==> config.mk <==
export PLATFORM = sky130hd
export DESIGN_NAME = booth_mul_arbiter
export DESIGN_NICKNAME = d
export VERILOG_FILES = /design/src/rtl/booth_mul_arbiter.sv
export SDC_FILE = /design/constraint.sdc
export NUM_CORES = 1
export LEC_CHECK = 0
export CORE_ASPECT_RATIO = 0.6
export CORE_MARGIN = 1.5
export CORE_UTILIZATION = 39
export DETAILED_ROUTE_END_ITERATION = 7
export GPL_TIMING_DRIVEN = 0
export PLACE_DENSITY = 0.8
export REMOVE_ABC_BUFFERS = 1
export SLEW_MARGIN = 40
export SYNTH_ARGS = -nofsm -noshare
export SYNTH_HDL_FRONTEND = slang
export SYNTH_SLANG_ARGS = --single-unit
export TNS_END_PERCENT = 30
==> constraint.sdc <==
create_clock -name clk -period 2.2 [get_ports clk]
set_clock_uncertainty 0.05 [all_clocks]
set_input_delay 0.44 -clock clk [delete_from_list [all_inputs] [get_ports clk]]
set_output_delay 0.44 -clock clk [all_outputs]
set_load 0.1 [all_outputs]
==> src/rtl/booth_mul_arbiter.sv <==
// Round-robin front end that shares one 16x16 signed Booth multiplier core among NREQ clients.
// Grant->start 1 cycle, done->rsp_valid 2 cycles; one op in flight, holds in RESP while rsp_ready is low.
module booth_mul_arbiter #(
  parameter int NREQ    = 4,
  parameter int IDW     = 2,
  parameter int TIMEOUT = 1000
) (
  input  logic                clk,
  input  logic                rst_n,
  input  logic [NREQ-1:0]     req_valid,
  output logic [NREQ-1:0]     req_ready,
  input  logic [16*NREQ-1:0]  req_m,
  input  logic [16*NREQ-1:0]  req_q,
  output logic                rsp_valid,
  input  logic                rsp_ready,
  output logic [IDW-1:0]      rsp_id,
  output logic [31:0]         rsp_product,
  output logic                rsp_err,
  output logic                mul_start,
  output logic [15:0]         mul_m,
  output logic [15:0]         mul_q,
  input  logic                mul_done,
  input  logic [31:0]         mul_product,
  output logic                busy
);

  localparam int CW = $clog2(TIMEOUT + 1);

  typedef enum logic [2:0] {
    S_IDLE,
    S_START,
    S_WAIT,
    S_CAPTURE,
    S_RESP
  } state_t;

  state_t          state_q, state_d;
  logic [IDW-1:0]  last_q, last_d;
  logic [IDW-1:0]  id_q, id_d;
  logic [15:0]     m_q, m_d;
  logic [15:0]     q_q, q_d;
  logic [CW-1:0]   cnt_q, cnt_d;
  logic            start_q, start_d;
  logic            rsp_valid_q, rsp_valid_d;
  logic [31:0]     prod_q, prod_d;
  logic            err_q, err_d;

  logic [15:0]     m_arr [NREQ];
  logic [15:0]     q_arr [NREQ];
  logic [NREQ-1:0] grant;
  logic [IDW-1:0]  win_id;
  logic            found;
  logic [IDW:0]    cand;

  for (genvar gi = 0; gi < NREQ; gi++) begin : g_slice
    assign m_arr[gi] = req_m[16*gi +: 16];
    assign q_arr[gi] = req_q[16*gi +: 16];
  end

  // Search last+1, last+2, ... so the previous winner ends up with lowest priority.
  always_comb begin
    grant  = '0;
    win_id = '0;
    found  = 1'b0;
    cand   = '0;
    for (int k = 1; k <= NREQ; k++) begin
      cand = {1'b0, last_q} + (IDW+1)'(k);
      if (cand >= (IDW+1)'(NREQ)) begin
        cand = cand - (IDW+1)'(NREQ);
      end
      if (!found && req_valid[cand[IDW-1:0]]) begin
        found  = 1'b1;
        win_id = cand[IDW-1:0];
      end
    end
    if (found) begin
      grant[win_id] = 1'b1;
    end
  end

  assign req_ready = (rst_n && (state_q == S_IDLE)) ? grant : '0;

  always_comb begin
    state_d     = state_q;
    last_d      = last_q;
    id_d        = id_q;
    m_d         = m_q;
    q_d         = q_q;
    cnt_d       = cnt_q;
    start_d     = 1'b0;
    rsp_valid_d = rsp_valid_q;
    prod_d      = prod_q;
    err_d       = err_q;
    case (state_q)
      S_IDLE: begin
        if (found) begin
          m_d     = m_arr[win_id];
          q_d     = q_arr[win_id];
          id_d    = win_id;
          last_d  = win_id;
          start_d = 1'b1;
          state_d = S_START;
        end
      end
      S_START: begin
        cnt_d   = '0;
        state_d = S_WAIT;
      end
      S_WAIT: begin
        cnt_d = cnt_q + CW'(1);
        if (mul_done) begin
          state_d = S_CAPTURE;
        end else if (cnt_q == CW'(TIMEOUT - 1)) begin
          err_d       = 1'b1;
          prod_d      = '0;
          rsp_valid_d = 1'b1;
          state_d     = S_RESP;
        end
      end
      S_CAPTURE: begin
        prod_d      = mul_product;
        err_d       = 1'b0;
        rsp_valid_d = 1'b1;
        state_d     = S_RESP;
      end
      S_RESP: begin
        if (rsp_ready) begin
          rsp_valid_d = 1'b0;
          state_d     = S_IDLE;
        end
      end
      default: begin
        state_d = S_IDLE;
      end
    endcase
  end

  always_ff @(posedge clk) begin
    if (!rst_n) begin
      state_q     <= S_IDLE;
      last_q      <= IDW'(NREQ - 1);
      id_q        <= '0;
      m_q         <= '0;
      q_q         <= '0;
      cnt_q       <= '0;
      start_q     <= 1'b0;
      rsp_valid_q <= 1'b0;
      prod_q      <= '0;
      err_q       <= 1'b0;
    end else begin
      state_q     <= state_d;
      last_q      <= last_d;
      id_q        <= id_d;
      m_q         <= m_d;
      q_q         <= q_d;
      cnt_q       <= cnt_d;
      start_q     <= start_d;
      rsp_valid_q <= rsp_valid_d;
      prod_q      <= prod_d;
      err_q       <= err_d;
    end
  end

  assign rsp_valid   = rsp_valid_q;
  assign rsp_id      = id_q;
  assign rsp_product = prod_q;
  assign rsp_err     = err_q;
  assign mul_start   = start_q;
  assign mul_m       = m_q;
  assign mul_q       = q_q;
  assign busy        = (state_q != S_IDLE);

endmodule

==> results by group, run 1 <==
Detailed routing
  • Drc violations: 15
  • Vias/cell: 5.73
  • Routed length per instance: 20.4 um
  • Drt total wl: 17600 um
  • Drt pass-1 iters: 8
  • Via count: 4947
  • Initial DRC Count: 298
  • DRT antenna net count: 0

Pwr
  • Static Leak: 3.24 nW
  • Maximum vdd drop: 0.477 mV
  • Pwr Density: 861 nW/um^2

CTS
  • Inserted Clock Buffers: 9
  • Clock buffer depth: 2
  • CTS tree: built
  • Reg clk slew, reported paths: 0.06 ns
  • Total clock sinks: 84
  • Cts hold-fix bufs: 0
  • Htree depth: 3
  • Clk_lat worst skew: 0.34 ns
  • CTS root buf: clkbuf_16

Timing
  • Hold Fails Final Rpt: 0
  • Fin crit period: 2.34 ns
  • RSZ-0062 raised after global routing: true
  • Final Cycle Share: 106%
  • Final setup fails: 4
  • Slew @ Worst Pin: 0.615 ns
  • Setup WS post-layout: -0.137 ns
  • Maximum clock rate: 428 MHz
  • Max-slew headroom: 59.0%
  • Final Max Slew Viols: 0
  • Setup TNS: -0.450 ns

Final layout
  • Util after Layout: 68.9%
  • Footprint of the multi-input gates: 2670 sq um
  • Area Growth Syn to Fin: 69.4%
  • Reg area: 1700 sq um
  • Most common cell after layout, fill and taps aside: clkdlybuf4s50_1
  • Ant diodes: 0
  • Most frequent cells in the layout: 162 x clkdlybuf4s50_1, 79 x dfxtp_1, 72 x buf_2
  • Share of cells above drive strength 1: 29.0%
  • Fillers: 828
  • Post-layout net count: 889

Synth
  • Distinct cells, synth: 44
  • Post-synth top flop: dfxtp_1
  • Syn Area/Cell: 9.46 sq um
  • Synth Instances: 462
  • Synthesized area: 4370 sq um
  • Register area share after synthesis: 38.5%
  • Synthesis warning total: 0
  • Post-synth EDFFs: 0
  • Yosys reg bits: 84
  • Async SR Flop Fraction: 0%

Place
  • IO Port Bufs: 241
  • RePlAce Congestion: 0.863
  • DP HPWL: 11300 um
  • Post-place setup slack: -1.43 ns

Die
  • IO Count: 242
  • Num rows: 29
  • Die H: 85.0 um
  • Die ar.: 11900 sq um
  • Die width: 140 um
  • Initial core utilization: 40.7%
  • Core Box Area: 10700 sq um

Global routing
  • Initial antenna violation count: 0
  • GRT overflow: 0
  • Tot GR Track Use: 28.9%
  • Global-route wire length before repair: 26700 um
  • Vias in the first global route: 4969
  • Largest net degree at the start of global routing: 33

Worst hold path
  • Hold Path Sink: state_q[0]
  • HP Class: reg -> reg
  • Cells on Worst Hold Path: 1
  • Beginning of the worst hold path: state_q[0]

Setup path
  • Crit path kind: reg -> out
  • Slowest stage delay, CP: 0.40 ns
  • CP max FO: 4
  • Crit path cell chain: or3_4 -> a21oi_4 -> buf_6 -> o211ai_4 -> nor2_4 -> buf_12
  • R2R setup slack: 0.05 ns
  • CP Data Arrival Time: 1.85 ns
  • Cell at the slowest stage of the critical path: or3_4
  • Req. time, crit path: 1.71 ns
  • Critical Path End Type: primary output
  • CP startpoint kind: flop
  • R2r endpoint: rsp_product[15]
  • R2R cell count: 7
  • R2R Path Start: cnt_q[0]

Run
  • Maxcap violations: 0

Run status
  • Status: complete, but fails checks
  • Failing checks: DRC, setup timing
## through the flow
step / total power [mW] / std cells / hold WS [ns] / cell area (sq um)
floorplan: 3.76 / 418 / 0.405 / 4140
global placement: 4.61 / 798 / 0.395 / 6730
detailed placement: 4.54 / 814 / 0.391 / 6630
CTS: 6.32 / 854 / 0.414 / 7280
global route: 6.59 / 864 / 0.414 / 7400
finish: 6.37 / 864 / 0.408 / 7400
## cells in the mapped netlist, types with 2 or more instances
master    number  area, sq um
a211oi_1       3         22.5
a21o_1        33          248
a21oi_1       11         55.1
a22o_1        32          280
and2_1         4         25.0
and3_1         3         18.8
buf_2          9         45.0
buf_4          2         15.0
buf_6          6         67.6
clkbuf_1      27          101
dfxtp_1       84         1680
inv_1          2         7.51
mux2i_1       37          370
nand2_1       40          150
nand2b_1       6         37.5
nand3_1        4         20.0
nand4_1       34          213
nor2_1        24         90.1
nor2b_1        3         18.8
nor3_1         3         15.0
o211ai_1       6         45.0
o211ai_2      28          350
o21a_1         2         15.0
o21ai_0        4         20.0
o21ai_1        2         10.0
o221a_2        2         22.5
o22ai_1        2         12.5
o31ai_1       32          240
or3_1          2         12.5
## report_power, final
part / internal [mW] / switching, mW / total [mW]
Clock: 0.899 / 0.693 / 1.59
Sequential: 1.70 / 0.110 / 1.81
Combinational: 0.934 / 2.04 / 2.97
## cell type report
| class | count | area share [%] |
|---|---|---|
| tap | 139 | 2.35 |
| multi-input combinational | 335 | 36.0 |
| inverter | 2 | 0.101 |
| sequential | 84 | 22.9 |
| clock buffer | 9 | 3.04 |
| clock inverter | 7 | 1.06 |
| timing repair buffer | 288 | 34.5 |
## worst max-delay path by stage
stage / startpoint / endpoint / cells after the start
2_1_floorplan: req_valid[3] / req_ready[1] / 4
3_3_place_gp: req_valid[3] / req_ready[3] / 6
3_5_place_dp: req_valid[3] / req_ready[1] / 7
4_1_cts: state_q[2] / req_ready[0] / 6
5_1_grt: state_q[2] / req_ready[0] / 6
6_report: state_q[2] / req_ready[0] / 6
## timing repair
action                     CTS  global route
setup buffers               22            10
cloned                       3             0
pin swaps                   10             4
gates resized for setup     58            16
setup endpoints to repair   37            44
## flip-flops by register name, indices dropped and copies added, names as in the netlist, 2 cells and up
signal,count
last_q,2
mul_m,16
mul_q,16
cnt_q,10
state_q,3
rsp_product,32
rsp_id,2
## per-layer routing
layer	GRT usage, %	share of wire [%]	vias up
met5	0	0	-
met1	36.2	42	2382
met2	47.6	46	252
li1	-	-	2284
met4	9.19	1.7	0
met3	9.31	10	29
## cell families after synthesis
logic type / synth area share [%]
compound gates: 31.5
simple gates: 15.9
flops: 38.5
buf+inv: 5.41
mux: 8.48
fa+ha+maj: 0.286
## worst max-delay path, delay by kind of cell (launching register included)
kind	cells	cell delay [ns]
AOI/OAI and AO/OA	2	0.28
buffers and inverters	2	0.31
DFF	1	0.35
and+or+nand+nor	2	0.56
Note: power is estimated with default switching activity, not from simulation.
==> run 2: changes to the inputs <==
--- a/config.mk
+++ b/config.mk
@@ -5,6 +5,7 @@
 export SDC_FILE = /design/constraint.sdc
 export NUM_CORES = 1
 export LEC_CHECK = 0
+export ABC_AREA = 0
 export CORE_ASPECT_RATIO = 0.6
 export CORE_MARGIN = 1.5
 export CORE_UTILIZATION = 39
==> constraint.sdc (replaced) <==
create_clock -name clk -period 2.27 [get_ports clk]
set_clock_uncertainty 0.05 [all_clocks]
set_input_delay 0.454 -clock clk [delete_from_list [all_inputs] [get_ports clk]]
set_output_delay 0.454 -clock clk [all_outputs]
set_load 0.1 [all_outputs]
==> run 2 against run 1 <==
Effect of this change: the run still ends with DRC, setup timing left; register-to-register slack improved by 0.06 ns; non-clock buffer count fell by 4; critical path depth fell by 1; sequential share of layout area rose by 0.083 points; first-iteration DRC count fell by 4.4%; via count rose by 0.53%; total power fell by 3.5%; clock power fell by 4%; sequential power fell by 3%; global-route usage fell by 0.082 points.
==> results by group, run 2 (synthesis gave the netlist of run 1 again) <==
Final layout
  • Share of cells above drive strength 1: 28.7%
  • Util after Layout: 68.6%
  • Ant diodes: 0
  • Fillers: 836
  • Area Growth Syn to Fin: 68.6%
  • Post-layout net count: 885
  • Final Instance Area: 7370 sq um
  • Most frequent cells in the layout: 162 x clkdlybuf4s50_1, 79 x dfxtp_1, 72 x buf_2
  • Most common cell after layout, fill and taps aside: clkdlybuf4s50_1
  • Number of flip-flops in the largest register: 32

Timing
  • Max-slew headroom: 59.0%
  • Fin crit period: 2.37 ns
  • Final Cycle Share: 104%
  • Worst Hold Slack: 0.408 ns
  • Hold Fails Final Rpt: 0
  • Slew @ Worst Pin: 0.616 ns
  • RSZ-0062 raised after global routing: true
  • Final setup fails: 4
  • Maximum clock rate: 422 MHz
  • Final Max Slew Viols: 0
  • Setup WS post-layout: -0.0983 ns

Pwr
  • Pwr Density: 835 nW/um^2
  • Static Leak: 3.22 nW
  • Maximum vdd drop: 0.464 mV

Setup path
  • CP max FO: 9
  • CP startpoint kind: flop
  • Crit path kind: reg -> out
  • Req. time, crit path: 1.77 ns
  • R2R cell count: 7
  • Critical Path End Type: primary output
  • R2R setup slack: 0.11 ns
  • CP Data Arrival Time: 1.86 ns

Detailed routing
  • Met3 WL: 1830 um
  • Routed length per instance: 20.2 um
  • DRT antenna net count: 0
  • WL met1: 7210 um
  • Drt pass-1 iters: 6
  • Via count: 4973
  • Vias/cell: 5.78
  • Drt total wl: 17400 um
  • Drc violations: 15
  • Top sig layer: met4
  • Met2 WL: 8060 um
  • Initial DRC Count: 285

Die
  • Initial core utilization: 40.7%
  • IO Count: 242
  • Die width: 140 um
  • Die ar.: 11900 sq um
  • Num rows: 29
  • Die H: 85.0 um
  • Core Box Area: 10700 sq um

CTS
  • Clk_lat worst skew: 0.34 ns
  • Clock buffer depth: 2
  • CTS tree: built
  • CTS root buf: clkbuf_16
  • Reg clk slew, reported paths: 0.07 ns
  • Htree depth: 3
  • Inserted Clock Buffers: 9
  • Total clock sinks: 84

Global routing
  • Vias in the first global route: 4994
  • Tot GR Track Use: 28.8%
  • Initial antenna violation count: 0
  • Global-route wire length before repair: 26700 um
  • GRT overflow: 0
  • Largest net degree at the start of global routing: 33

Run
  • Maxcap violations: 0

Place
  • IO Port Bufs: 241
  • RePlAce Congestion: 0.863
  • DP Area: 6630 sq um
  • DP HPWL: 11300 um

Run status
  • Status: complete, but fails checks
  • Failing checks: DRC, setup timing

Worst hold path
  • HP Class: reg -> reg
  • Cells on Worst Hold Path: 1
[run 2: per-layer routing]
layer	GRT usage [%]	up-vias
met5	0	-
met4	9.47	0
met3	9.42	34
met2	47.5	254
met1	35.8	2409
li1	-	2276
[run 2: where the power goes]
group          switching (mW)  internal, mW  leakage [nW]
logic                    1.97         0.894          2.38
registers               0.106          1.64         0.687
clock network           0.660         0.871         0.152
[run 2: area by class of cell]
type / instances / area [sq um] / share of cell area [%]
clock buffer: 9 / 225 / 3.06
clock inverter: 7 / 78.8 / 1.07
inverter: 2 / 7.51 / 0.102
multi-input combinational: 335 / 2670 / 36.2
sequential: 84 / 1700 / 23.0
tap: 139 / 174 / 2.36
timing repair buffer: 284 / 2510 / 34.1
[run 2: path summary, 6_finish.rpt]
path              start               to
max           last_q[1]     req_ready[0]
min          state_q[0]       state_q[0]
min reg2reg  state_q[0]       state_q[0]
max reg2reg    cnt_q[1]  rsp_product[15]
[run 2: worst max-delay path, cell delays in order (launching register included)]
cell	delay, ns
dfxtp_2	0.53
o21ai_0	0.22
nor2_2	0.26
o211ai_4	0.17
nor2_4	0.16
buf_12	0.18
[run 2: through the flow]
step | cells | power [mW] | setup WS [ns] | TNS, ns
after floorplan | 418 | 3.65 | -4.48 | -108.71
after global placement | 798 | 4.47 | -7.81 | -285.87
after detailed placement | 814 | 4.40 | -1.39 | -43.64
after CTS | 858 | 6.13 | -0.0985 | -0.249
after global routing | 860 | 6.37 | -0.207 | -0.575
final | 860 | 6.15 | -0.0983 | -0.266
[run 2: timing repair]
| item | 4_1_cts | 5_1_grt |
|---|---|---|
| pin swaps | 10 | 1 |
| hold buffers | 0 | 0 |
| gates resized for setup | 65 | 9 |
| cloned | 3 | 0 |
| endpoints found under the setup margin | 37 | 31 |
| buffers inserted | 25 | 3 |
==> RTL edit: new RTL, config.mk and constraints of run 2 <==
Set the parameter `TIMEOUT` to 250 (it was 1000).
--- a/src/rtl/booth_mul_arbiter.sv
+++ b/src/rtl/booth_mul_arbiter.sv
@@ -5,3 +5,3 @@
   parameter int IDW     = 2,
-  parameter int TIMEOUT = 1000
+  parameter int TIMEOUT = 250
 ) (
Function: no difference found for any inputs over 10 cycles, from zero or initial values and one cycle with rst_n low; that may be too few to reach the edited logic, so the function may still have changed.
==> RTL edit against run 2 <==
The run ends with setup timing left; fmax down 3.2%; area after synthesis down 1.2%; highest routed layer unchanged; setup slack worse by 78 ps; sequential cell count down 2; register-to-register slack better by 80 ps; global-route usage up 0.90 points; design area down 2.3%; total power down 7.3%; routed wire length down 0.53%; utilization down 1.1 points.
==> RTL edit: results (changes against run 2) <==
| Item | Value | Unit | vs run 2 |
|:---|:---|:---|:---|
| Post-synthesis sequential area ratio | 38.0 | % | was 38.5% |
| Average wire per standard cell | 19.9 | um | was 20.2 um |
| Starting DRC count in detailed routing | 362 | - | was 285 |
| Number of global-route vias before repair | 5,218 | - | was 4,994 |
| TNS Setup | -521 | ps | was -266 ps |
| Relative max-transition margin | 50.4 | % | was 59.0% |
| Crit-path max cell delay | 400 | ps | was 530 ps |
| Number of cells on the worst reg-to-reg path | 8 | - | was 7 |
| Instance area after placement | 6510 | sq um | was 6630 sq um |
| WHS Endpoint | rsp_valid | - | was state_q[0] |
| Hold path depth | 2 | - | was 1 |
| CTS max path bufs | 2 | - | unchanged |
| Kind of cell with the highest combined delay on the critical path | simple AND/OR/NAND/NOR gates | - | was flip-flops |
| Average via count per standard cell | 5.77 | - | was 5.78 |
| Static leakage power | 3.02 | nW | was 3.22 nW |
| Final WS setup | -177 | ps | was -98.3 ps |
| Leading cell types by count after synthesis | sky130_fd_sc_hd__dfxtp_1, sky130_fd_sc_hd__nand2_1, sky130_fd_sc_hd__nor2b_1 | - | was sky130_fd_sc_hd__dfxtp_1, sky130_fd_sc_hd__nand2_1, sky130_fd_sc_hd__mux2i_1 |
| Cell with the largest stage delay on the worst path | sky130_fd_sc_hd__or3_4 | - | was sky130_fd_sc_hd__dfxtp_2 |
| Async set-reset flop share out of synthesis | 0 | % | unchanged |
| Post-synthesis cell type count | 42 | - | was 44 |
| Final net count | 898 | - | was 885 |
| Share of post-route cells with drive strength above 1 | 23.7 | % | was 28.7% |
| Startpoint of the tightest hold check path | rsp_valid | - | was state_q[0] |
| Violations in the final reports | setup timing | - | was DRC, setup timing |
| Highest fanout seen on the critical path | 4 | - | was 9 |
| Final setup fails | 4 | - | unchanged |
| Worst EP arrival | 1940 | ps | was 1860 ps |
| Final HPWL from detailed placement | 10,900 | um | was 11,300 um |
| Top cells by area in the synthesized netlist | sky130_fd_sc_hd__dfxtp_1, sky130_fd_sc_hd__mux2i_1, sky130_fd_sc_hd__a21o_1 | - | was sky130_fd_sc_hd__dfxtp_1, sky130_fd_sc_hd__mux2i_1, sky130_fd_sc_hd__o211ai_2 |
| Worst-case vdd ir drop | 0.498 | mV | was 0.464 mV |
| Final weighted congestion in routability-driven placement | 0.815 | - | was 0.863 |
| Number of iterations in the first detailed-routing pass | 5 | - | was 6 |
| R2R Path Start | state_q[0] | - | was cnt_q[1] |
| Maximum number of pins on one net before global-route repair | 51 | - | was 33 |
| Result of the run | complete, but fails checks | - | unchanged |
| Terminus of the critical flop-to-flop path | mul_q[12] | - | was rsp_product[15] |
| First-pass GRT wire length | 27,300 | um | was 26,700 um |
| Final-layout worst hold slack | 393 | ps | was 408 ps |
| R2R setup slack | 190 | ps | was 110 ps |
| GRT Overall Usage | 29.7 | % | was 28.8% |
| Total CTS buffers | 9 | - | unchanged |
[RTL edit: how the worst max path moves through the flow]
| stage | startpoint | slack, ps | to | cells after the start |
|---|---|---|---|---|
| final | state_q[0] | -180 | req_ready[1] | 6 |
| after global routing | state_q[0] | -240 | req_ready[1] | 6 |
| after CTS | state_q[0] | -130 | req_ready[1] | 6 |
| after detailed placement | req_valid[3] | -1730 | req_ready[3] | 9 |
| after global placement | req_valid[2] | -6110 | req_ready[3] | 6 |
| after floorplan | req_valid[3] | -4500 | req_ready[1] | 4 |
[RTL edit: cells by family (layout without fill, tap and decap cells)]
family / after synthesis / in the layout / share of synthesized area, %
buffers and inverters: 51 / 296 / 5.71
AOI/OAI and AO/OA: 159 / 162 / 27.6
DFF: 82 / 82 / 38.0
and+or+nand+nor: 154 / 155 / 19.7
muxes: 36 / 36 / 8.35
adders and majority gates: 2 / 2 / 0.579
[RTL edit: report_power, final]
| part | leakage, nW | switching (mW) | internal (mW) |
|---|---|---|---|
| clock network | 0.128 | 0.632 | 0.749 |
| registers | 0.671 | 0.0938 | 1.60 |
| logic | 2.22 | 1.81 | 0.824 |
[RTL edit: area by class of cell]
| class | count | area [sq um] |
|---|---|---|
| Fill cell | 832 | 3470 |
| Multi-Input combinational cell | 355 | 2650 |
| Timing Repair Buffer | 275 | 2420 |
| Sequential cell | 82 | 1660 |
| Clock buffer | 9 | 225 |
| Tap cell | 139 | 174 |
| Clock inverter | 7 | 53.8 |
| Inverter | 5 | 18.8 |
[RTL edit: per-layer routing]
metal	vias to the layer above	GRT usage [%]	routed length (um)	share of wire, %
met3	44	10.3	1700	9.8
met5	-	0	0	0
met4	0	12.9	488	2.8
li1	2308	-	-	-
met2	285	48.8	7990	46
met1	2394	35.5	7150	41
[RTL edit: worst min-delay path, stage by stage (launching register included)]
cell and delay [ps]:
sky130_fd_sc_hd__dfxtp_1 310, sky130_fd_sc_hd__inv_1 50, sky130_fd_sc_hd__a21oi_1 50
[RTL edit: repair_timing]
action | 4_1_cts | 5_1_grt
endpoints found under the setup margin | 36 | 4
pin swaps | 6 | 0
endpoints found under the hold margin | 0 | 0
gates resized for setup | 68 | 1
buffers inserted | 21 | 1
cloned | 5 | 0
[RTL edit: per-stage QoR]
stage          cells  setup WS [ps]
6_report         872           -177
3_3_place_gp     818          -6110
3_5_place_dp     830          -1730
2_1_floorplan    438          -4500
5_1_grt          872           -235
4_1_cts          871           -131
